$ cat src/rtl/lsu_buf_pkg.sv
// Shared types and helpers for the LSU request buffer.
package lsu_buf_pkg;

  localparam int unsigned ADDR_W_DEF = 32;
  localparam int unsigned DATA_W_DEF = 32;
  localparam int unsigned BE_W_DEF   = DATA_W_DEF / 8;

  // One LSU request as seen on either side of the buffer (default widths)
  typedef struct packed {
    logic                  we;
    logic [BE_W_DEF-1:0]   be;
    logic [DATA_W_DEF-1:0] wdata;
    logic [ADDR_W_DEF-1:0] addr;
  } lsu_req_t;

  // Pointer width for a DEPTH-entry ring; never narrower than one bit
  function automatic int unsigned clog2_depth(input int unsigned depth);
    int unsigned w;
    w = 1;
    for (int unsigned i = 1; i < 32; i++) begin
      if ((32'd1 << i) < depth) w = i + 1;
    end
    return w;
  endfunction

endpackage

$ cat src/rtl/lsu_fifo_ctrl.sv
// Pointer, occupancy and handshake qualification for the LSU request FIFO.
module lsu_fifo_ctrl
  import lsu_buf_pkg::*;
#(
  parameter  int unsigned DEPTH = 2,
  localparam int unsigned PTR_W = clog2_depth(DEPTH),
  localparam int unsigned CNT_W = $clog2(DEPTH + 1)
) (
  input  logic             clk_i,
  input  logic             rst_ni,
  input  logic             flush_i,
  input  logic             push_req_i,
  input  logic             pop_req_i,
  output logic             push_c,
  output logic             pop_c,
  output logic             gnt_c,
  output logic             full_c,
  output logic             empty_c,
  output logic [PTR_W-1:0] wr_ptr_o,
  output logic [PTR_W-1:0] rd_ptr_o,
  output logic [CNT_W-1:0] count_o
);

  logic [PTR_W-1:0] wr_ptr_q, wr_ptr_d;
  logic [PTR_W-1:0] rd_ptr_q, rd_ptr_d;
  logic [CNT_W-1:0] count_q, count_d;

  // Grant depends only on local state and flush, never on the memory grant
  assign full_c  = (count_q == CNT_W'(DEPTH));
  assign empty_c = (count_q == '0);
  assign gnt_c   = !full_c && !flush_i;
  assign push_c  = push_req_i && gnt_c;
  assign pop_c   = pop_req_i && !empty_c;

  always_comb begin
    wr_ptr_d = wr_ptr_q;
    rd_ptr_d = rd_ptr_q;
    count_d  = count_q;
    if (flush_i) begin
      wr_ptr_d = '0;
      rd_ptr_d = '0;
      count_d  = '0;
    end else begin
      if (push_c) wr_ptr_d = wr_ptr_q + PTR_W'(1);
      if (pop_c)  rd_ptr_d = rd_ptr_q + PTR_W'(1);
      count_d = count_q + CNT_W'(push_c) - CNT_W'(pop_c);
    end
  end

  always_ff @(posedge clk_i or negedge rst_ni) begin
    if (!rst_ni) begin
      wr_ptr_q <= '0;
      rd_ptr_q <= '0;
      count_q  <= '0;
    end else begin
      wr_ptr_q <= wr_ptr_d;
      rd_ptr_q <= rd_ptr_d;
      count_q  <= count_d;
    end
  end

  assign wr_ptr_o = wr_ptr_q;
  assign rd_ptr_o = rd_ptr_q;
  assign count_o  = count_q;

endmodule

$ cat src/rtl/lsu_req_buf.sv
// DEPTH-entry request FIFO between the LSU and the data-memory port.
module lsu_req_buf
  import lsu_buf_pkg::*;
#(
  parameter int unsigned ADDR_W = ADDR_W_DEF,
  parameter int unsigned DATA_W = DATA_W_DEF,
  parameter int unsigned DEPTH  = 2
) (
  input  logic                         clk_i,
  input  logic                         rst_ni,
  input  logic                         flush_i,
  input  logic                         lsu_req_i,
  output logic                         lsu_gnt_o,
  input  logic                         lsu_we_i,
  input  logic [DATA_W/8-1:0]          lsu_be_i,
  input  logic [DATA_W-1:0]            lsu_wdata_i,
  input  logic [ADDR_W-1:0]            lsu_addr_i,
  output logic                         data_req_o,
  input  logic                         data_gnt_i,
  output logic                         data_we_o,
  output logic [DATA_W/8-1:0]          data_be_o,
  output logic [DATA_W-1:0]            data_wdata_o,
  output logic [ADDR_W-1:0]            data_addr_o,
  output logic [$clog2(DEPTH+1)-1:0]   count_o,
  output logic                         full_o,
  output logic                         empty_o
);

  localparam int unsigned BE_W  = DATA_W / 8;
  localparam int unsigned PTR_W = clog2_depth(DEPTH);
  localparam int unsigned CNT_W = $clog2(DEPTH + 1);

  if ((DEPTH < 2) || ((DEPTH & (DEPTH - 1)) != 0) ||
      (DATA_W == 0) || ((DATA_W % 8) != 0)) begin : g_bad_param
    $fatal(1, "lsu_req_buf: DEPTH must be a power of two >= 2, DATA_W a multiple of 8");
  end

  typedef struct packed {
    logic              we;
    logic [BE_W-1:0]   be;
    logic [DATA_W-1:0] wdata;
    logic [ADDR_W-1:0] addr;
  } entry_t;

  logic             push_c;
  logic             pop_c;
  logic             gnt_c;
  logic             full_c;
  logic             empty_c;
  logic [PTR_W-1:0] wr_ptr;
  logic [PTR_W-1:0] rd_ptr;
  logic [CNT_W-1:0] count;

  entry_t mem_q [DEPTH];
  entry_t mem_d [DEPTH];
  entry_t wr_entry;
  entry_t head;

  lsu_fifo_ctrl #(
    .DEPTH (DEPTH)
  ) u_ctrl (
    .clk_i      (clk_i),
    .rst_ni     (rst_ni),
    .flush_i    (flush_i),
    .push_req_i (lsu_req_i),
    .pop_req_i  (data_gnt_i),
    .push_c     (push_c),
    .pop_c      (pop_c),
    .gnt_c      (gnt_c),
    .full_c     (full_c),
    .empty_c    (empty_c),
    .wr_ptr_o   (wr_ptr),
    .rd_ptr_o   (rd_ptr),
    .count_o    (count)
  );

  assign wr_entry = '{we: lsu_we_i, be: lsu_be_i, wdata: lsu_wdata_i, addr: lsu_addr_i};

  // Writes never land on rd_ptr while occupied, so the head stays stable under stall
  always_comb begin
    mem_d = mem_q;
    if (push_c) mem_d[wr_ptr] = wr_entry;
  end

  always_ff @(posedge clk_i) begin
    mem_q <= mem_d;
  end

  // Head fields are zeroed when nothing is buffered
  always_comb begin
    head = mem_q[rd_ptr];
    if (empty_c) head = '0;
  end

  assign lsu_gnt_o    = gnt_c;
  assign data_req_o   = !empty_c;
  assign data_we_o    = head.we;
  assign data_be_o    = head.be;
  assign data_wdata_o = head.wdata;
  assign data_addr_o  = head.addr;
  assign count_o      = count;
  assign full_o       = full_c;
  assign empty_o      = empty_c;

endmodule

$ cat config.mk
export PLATFORM = sky130hd
export DESIGN_NAME = lsu_req_buf
export DESIGN_NICKNAME = d
export VERILOG_FILES = /design/src/rtl/lsu_buf_pkg.sv /design/src/rtl/lsu_fifo_ctrl.sv /design/src/rtl/lsu_req_buf.sv
export SDC_FILE = /design/constraint.sdc
export NUM_CORES = 1
export LEC_CHECK = 0
export CORE_UTILIZATION = 40
export CTS_BUF_LIST = sky130_fd_sc_hd__clkbuf_4 sky130_fd_sc_hd__clkbuf_8
export DETAILED_ROUTE_END_ITERATION = 8
export PLACE_DENSITY = 0.82
export SYNTH_ARGS = -nofsm -noshare
export SYNTH_HDL_FRONTEND = slang
export SYNTH_SLANG_ARGS = --single-unit
$ cat constraint.sdc
create_clock -name clk_i -period 5.2 [get_ports clk_i]
set_input_delay 1.04 -clock clk_i [delete_from_list [all_inputs] [get_ports clk_i]]
set_output_delay 1.04 -clock clk_i [all_outputs]
set_load 0.03 [all_outputs]
Yosys cells after proc, flatten, opt, wreduce, memory -nomap -nowiden
Cells that the tools add are included.
{"block": "word_totals", "wordCells": 43, "regBits": 142, "in_bits": 74, "out_inout_bits": 75}
{"block": "op_classes", "bitwise_logic": 2, "n_eq_ne": 1, "n_addsub": 4, "reduce_logical": 10, "magnitude_cmp": 3, "muxes": 12}
{"operator": "$mux W69", "n": 5}
{"operator": "$bwmux W138", "n": 1}
{"operator": "$demux W69 S1", "n": 1}
{"operator": "$ge A2 B2 Y1 const B", "n": 2}
{"operator": "$logic_and A1 B1 Y1", "n": 4}
{"operator": "$mux W1", "n": 4}
{"operator": "$not A1 Y2", "n": 2}
{"operator": "$reduce_bool A2 Y1", "n": 2}
{"operator": "$logic_not A1 Y1", "n": 3}
{"operator": "$add A1 B1 Y1 const B", "n": 2}
{"operator": "$add A2 B1 Y2", "n": 1}
{"operator": "$eq A2 B2 Y1 const B", "n": 1}
{"operator": "$logic_not A2 Y1", "n": 1}
{"operator": "$lt A2 B1 Y1 const B", "n": 1}
{"operator": "$mux W2", "n": 1}
{"operator": "$sub A2 B1 Y2", "n": 1}

Logic depth before layout (Yosys ltp)
{"block": "logic_depth", "word_depth": 7, "depth_mapped": 8, "mapped_depth_nobuf": 8}

Cells and area by module
A second synthesis with hierarchy kept.
{"block": "unflattened", "cells_unflattened": 319, "hier_area_um2": 5446.5}
{"mod": "lsu_req_buf", "area_each_um2": 5216.3, "seq_area_each_um2": 4144.0, "n_inst": 1, "cells_each": 295}
{"mod": "lsu_fifo_ctrl", "area_each_um2": 230.2, "seq_area_each_um2": 100.1, "n_inst": 1, "cells_each": 24}

Least setup slack after synthesis
Ideal clock, no wire load.
{"block": "synth_path", "kind": "input port to flip-flop", "startpoint": "input lsu_req_i", "endpoint": "register mem_q[100] (netlist bit) (enable)", "path_stages": 2, "path_slack_ns": -0.274, "n_path_buf": 0, "t_arrival_ns": 4.936, "t_required_ns": 4.662, "setup_ns": 0.538, "cell_sequence": "inv_1 > nor4_2"}
{"block": "synth_between", "elab_chain_len": 1}
{"element": "from (decl)", "line_no": "lsu_req_buf.sv:12", "source": "input logic lsu_req_i,"}
{"element": "$logic_and A1 B1 Y1", "line_no": "lsu_fifo_ctrl.sv:32", "source": "assign push_c = push_req_i && gnt_c;"}
{"element": "to (signal assigned)", "line_no": "lsu_req_buf.sv:86", "source": "mem_q <= mem_d;"}
{"element": "to (decl)", "line_no": "lsu_req_buf.sv:54", "source": "entry_t mem_q [DEPTH];"}
Every way passes these cells.
A chain may end at the register's enable or synchronous reset.

Final worst setup path
{"block": "layout_path", "startpoint": "register u_ctrl.rd_ptr_q (netlist: u_ctrl.rd_ptr_o)", "endpoint": "output data_wdata_o[19]"}
{"block": "layout_between", "elab_chain_len": 5}
{"element": "from (decl)", "line_no": "lsu_fifo_ctrl.sv:25", "source": "logic [PTR_W-1:0] rd_ptr_q, rd_ptr_d;"}
{"element": "from (signal assigned)", "line_no": "lsu_fifo_ctrl.sv:57", "source": "rd_ptr_q <= rd_ptr_d;"}
{"element": "$not A1 Y2 (implied by the code)", "line_no": "lsu_req_buf.sv:91", "source": "head = mem_q[rd_ptr];"}
{"element": "$mux W69 (implied by the code) (3 in series)", "line_no": "lsu_req_buf.sv:91"}
{"element": "$mux W69", "line_no": "lsu_req_buf.sv:92", "source": "if (empty_c) head = '0;"}
{"element": "to (decl)", "line_no": "lsu_req_buf.sv:22", "source": "output logic [DATA_W-1:0] data_wdata_o,"}
Every way passes these cells. The select of a mux whose other input is x is not followed.

==> reports/metrics.csv <==
metric,value,unit
time the final worst path needs with I/O delays and setup,3.88,ns
number of nets with antenna violations after routing,0,
sum of routed wire length over all layers,10400,um
start point of the worst min-delay path,u_ctrl.count_o[1]$_DFF_PN0_,
DRC Markers,0,
Placed Cells incl. Taps,631,
hold endpoint,u_ctrl.count_o[1]$_DFF_PN0_,
worst-case reg-to-reg path depth,3,
ratio of cells with drive above 1 in the final layout,7.80,%
global-route wire length before repair,16600,um
pin slew with the least headroom to its limit,1.14,ns
final number of hold-violating endpoints,0,
"most common cell after layout, fill and taps aside",clkdlybuf4s50_1,
final worst-path cycle share,74.5,%
Mapped Cells,319,
buffer cell driving the clock tree root,clkbuf_8,
Netlist Area Pre-Place,5530,sq um
number of buffers inserted by port buffering,148,
Inserted Clock Buffers,17,
remaining max-slew budget at the tightest pin,23.9,%
Rows,42,
Clock Pin Slew Worst Setup and Hold Paths,0.07,ns
result of the run,"complete, no violations",
crit path capture type,primary output,
latest clock arrival within the worst-skew pair,0.42,ns
setup clock skew after layout,0.00543,ns
starting utilization of the core area,41.4,%
Mapped Nets,395,
area of placed instances,7100,sq um
number of antenna violations at the first check in global routing,0,
Post-CTS Hold Fix Bufs,0,
Peak Freq,258,MHz
setup slack on the worst flop-to-flop path,3.07,ns
drt pass-1 iters,4,
count of cell types in the netlist,19,
violation count after the first detailed-routing iteration,176,
most frequent cells in the layout,"clkdlybuf4s50_1 (148), edfxtp_1 (138), nor2_1 (72)",
cell area power density,512,nW/um^2
Post-CTS Repair Setup Buffers,0,
cell taking the most area after synthesis,edfxtp_1,
RD Place Congestion,0.747,
endpoint of the worst-slack reg-to-reg timing path,mem_q[8]$_DFFE_PP_,
worst-path maximum fanout,66,
number of storage elements in the synthesis netlist,142,
type of the most critical hold path,reg -> reg,
static power due to leakage,2.51,nW
Die Height,120,um
Crit path arrival time,2.84,ns
final setup violation count,0,
final instance area,7560,sq um
overall die area,14300,sq um
layout-stage area growth over the synthesis result,36.8,%
total number of vias,3103,
setup TNS,0,ns
met2 Usage GRT,26.8,%
RSZ-0062 raised after global routing,false,
cell chain of the critical path,"buf_4, mux2i_1, nor2_1, clkdlybuf4s50_1",
aggregate global-route resource usage,15.4,%
crit path max-delay cell type,dfrtp_4,
fraction of post-synthesis cell area in the top cell type by area,74.9,%
biggest area contributors in the synthesized netlist,"edfxtp_1 (75%), mux2i_1 (12%), nor2_1 (4.9%), buf_8 (1.9%), dfrtp_1 (1.8%)",
number of antenna repair diodes,0,
I/O pin count,149,
clk buf depth,2,
total global routing overflow,0,
Hold Path Stages,2,
sequential element share of the synthesized area,76.8,%
max capacitance violation total,0,
type of element launching the critical path,flip-flop,
met3 Resource Use GR,5.04,%
layout net count,550,
via/cell ratio,4.68,
critical path's largest stage delay,1.18,ns
H-Tree Depth,4,
routed length per instance,15.8,um
CP Data Required Time,4.16,ns
Core Footprint,13300,sq um
Num Clock Sinks,142,
overall die width,120,um
global-route track usage on met1,17.4,%
final count of pins violating max slew,0,
syn avg cell area,17.3,sq um
PostCTS Resize Cnt,0,
final standard cell count with taps included and fillers excluded,663,
WS Path Type,reg -> out,
TritonCTS clock tree,built,
largest net degree at the start of global routing,71,
estimated wirelength of the detail-placed design,6550,um
most heavily used metal layer in global routing,met2,
maximum ir drop on the vdd rail,347,uV
number of synthesis warnings,0,
startpoint of the most critical register-to-register path,u_ctrl.count_o[1]$_DFF_PN0_,
via count of the first global-routing pass,3394,
[cell usage after synthesis]
| library cell | instances |
|---|---|
| edfxtp_1 | 138 |
| ha_1 | 2 |
| or2_4 | 1 |
| nor3_1 | 2 |
| nand2b_1 | 1 |
| dfrtp_1 | 4 |
| nor2_1 | 72 |
| and2_1 | 2 |
| buf_6 | 1 |
| inv_1 | 4 |
| buf_4 | 7 |
| nor2b_4 | 1 |
| o21ai_0 | 2 |
| nor4_2 | 1 |
| xor2_1 | 2 |
| inv_8 | 1 |
| buf_8 | 7 |
| nor2b_1 | 2 |
| mux2i_1 | 69 |
[worst max-delay path by stage]
stage | slack, ns | depth (start not counted) | end | from
after floorplan | 1.34 | 2 | mem_q[100]$_DFFE_PP_ | lsu_req_i
after global placement | 1.75 | 3 | lsu_gnt_o | flush_i
after detailed placement | 1.74 | 3 | lsu_gnt_o | flush_i
after CTS | 1.29 | 4 | data_wdata_o[19] | u_ctrl.rd_ptr_o$_DFFE_PN0P_
after global routing | 1.13 | 4 | data_wdata_o[19] | u_ctrl.rd_ptr_o$_DFFE_PN0P_
final | 1.32 | 4 | data_wdata_o[19] | u_ctrl.rd_ptr_o$_DFFE_PN0P_
[final cells by class]
class,count,area [sq um]
multi-input combinational,157,1100
clock buffer,18,241
inverter,5,26.3
clock inverter,14,221
tap,176,220
timing repair buffer,151,1500
fill,1057,5790
sequential,142,4250
[registers in the layout, indices dropped and copies added (netlist names)]
name and count:
mem_q 138, u_ctrl.count_o 2, u_ctrl.wr_ptr_o 1, u_ctrl.rd_ptr_o 1
[stage by stage]
stage / power [W] / hold WS, ns / utilization (%) / setup WS (ns)
2_1_floorplan: 0.00241 / 0.662 / - / 1.34
3_3_place_gp: 0.00287 / 0.625 / 53.2 / 1.75
3_5_place_dp: 0.00289 / 0.650 / 53.2 / 1.74
4_1_cts: 0.00391 / 0.664 / 56.7 / 1.29
5_1_grt: 0.00403 / 0.735 / 56.7 / 1.13
6_report: 0.00387 / 0.673 / 56.7 / 1.32
[worst max-delay path: cells and delay by family (launching register included)]
family                 cells  cell delay, ns
buffers and inverters      2            0.91
DFF                        1            1.18
muxes                      1            0.23
and+or+nand+nor            1            0.06
[kinds of logic after synthesis]
family	after synthesis	share of synthesized area [%]
AO/OA/AOI/OAI	2	0.181
AND/OR/NAND/NOR	82	6.27
adder cells (fa/ha/maj)	2	0.453
multiplexers	69	12.5
flip-flops	142	76.8
buffers and inverters	20	3.53
XOR/XNOR	2	0.317
[power by group]
group	internal (W)	leakage [nW]	switching (W)
clock	0.000617	0.228	0.000394
sequential	0.00136	1.32	0.000118
combinational	0.000587	0.968	0.000792
total	0.00256	2.51	0.00130
[metal layers]
| metal | share of wire (%) | vias to the layer above |
|---|---|---|
| met5 | 0 | - |
| met4 | 0.72 | 0 |
| met3 | 5.4 | 7 |
| met2 | 53 | 100 |
| met1 | 40 | 1514 |
| li1 | - | 1482 |
Note: power is estimated with default switching activity, not from simulation.
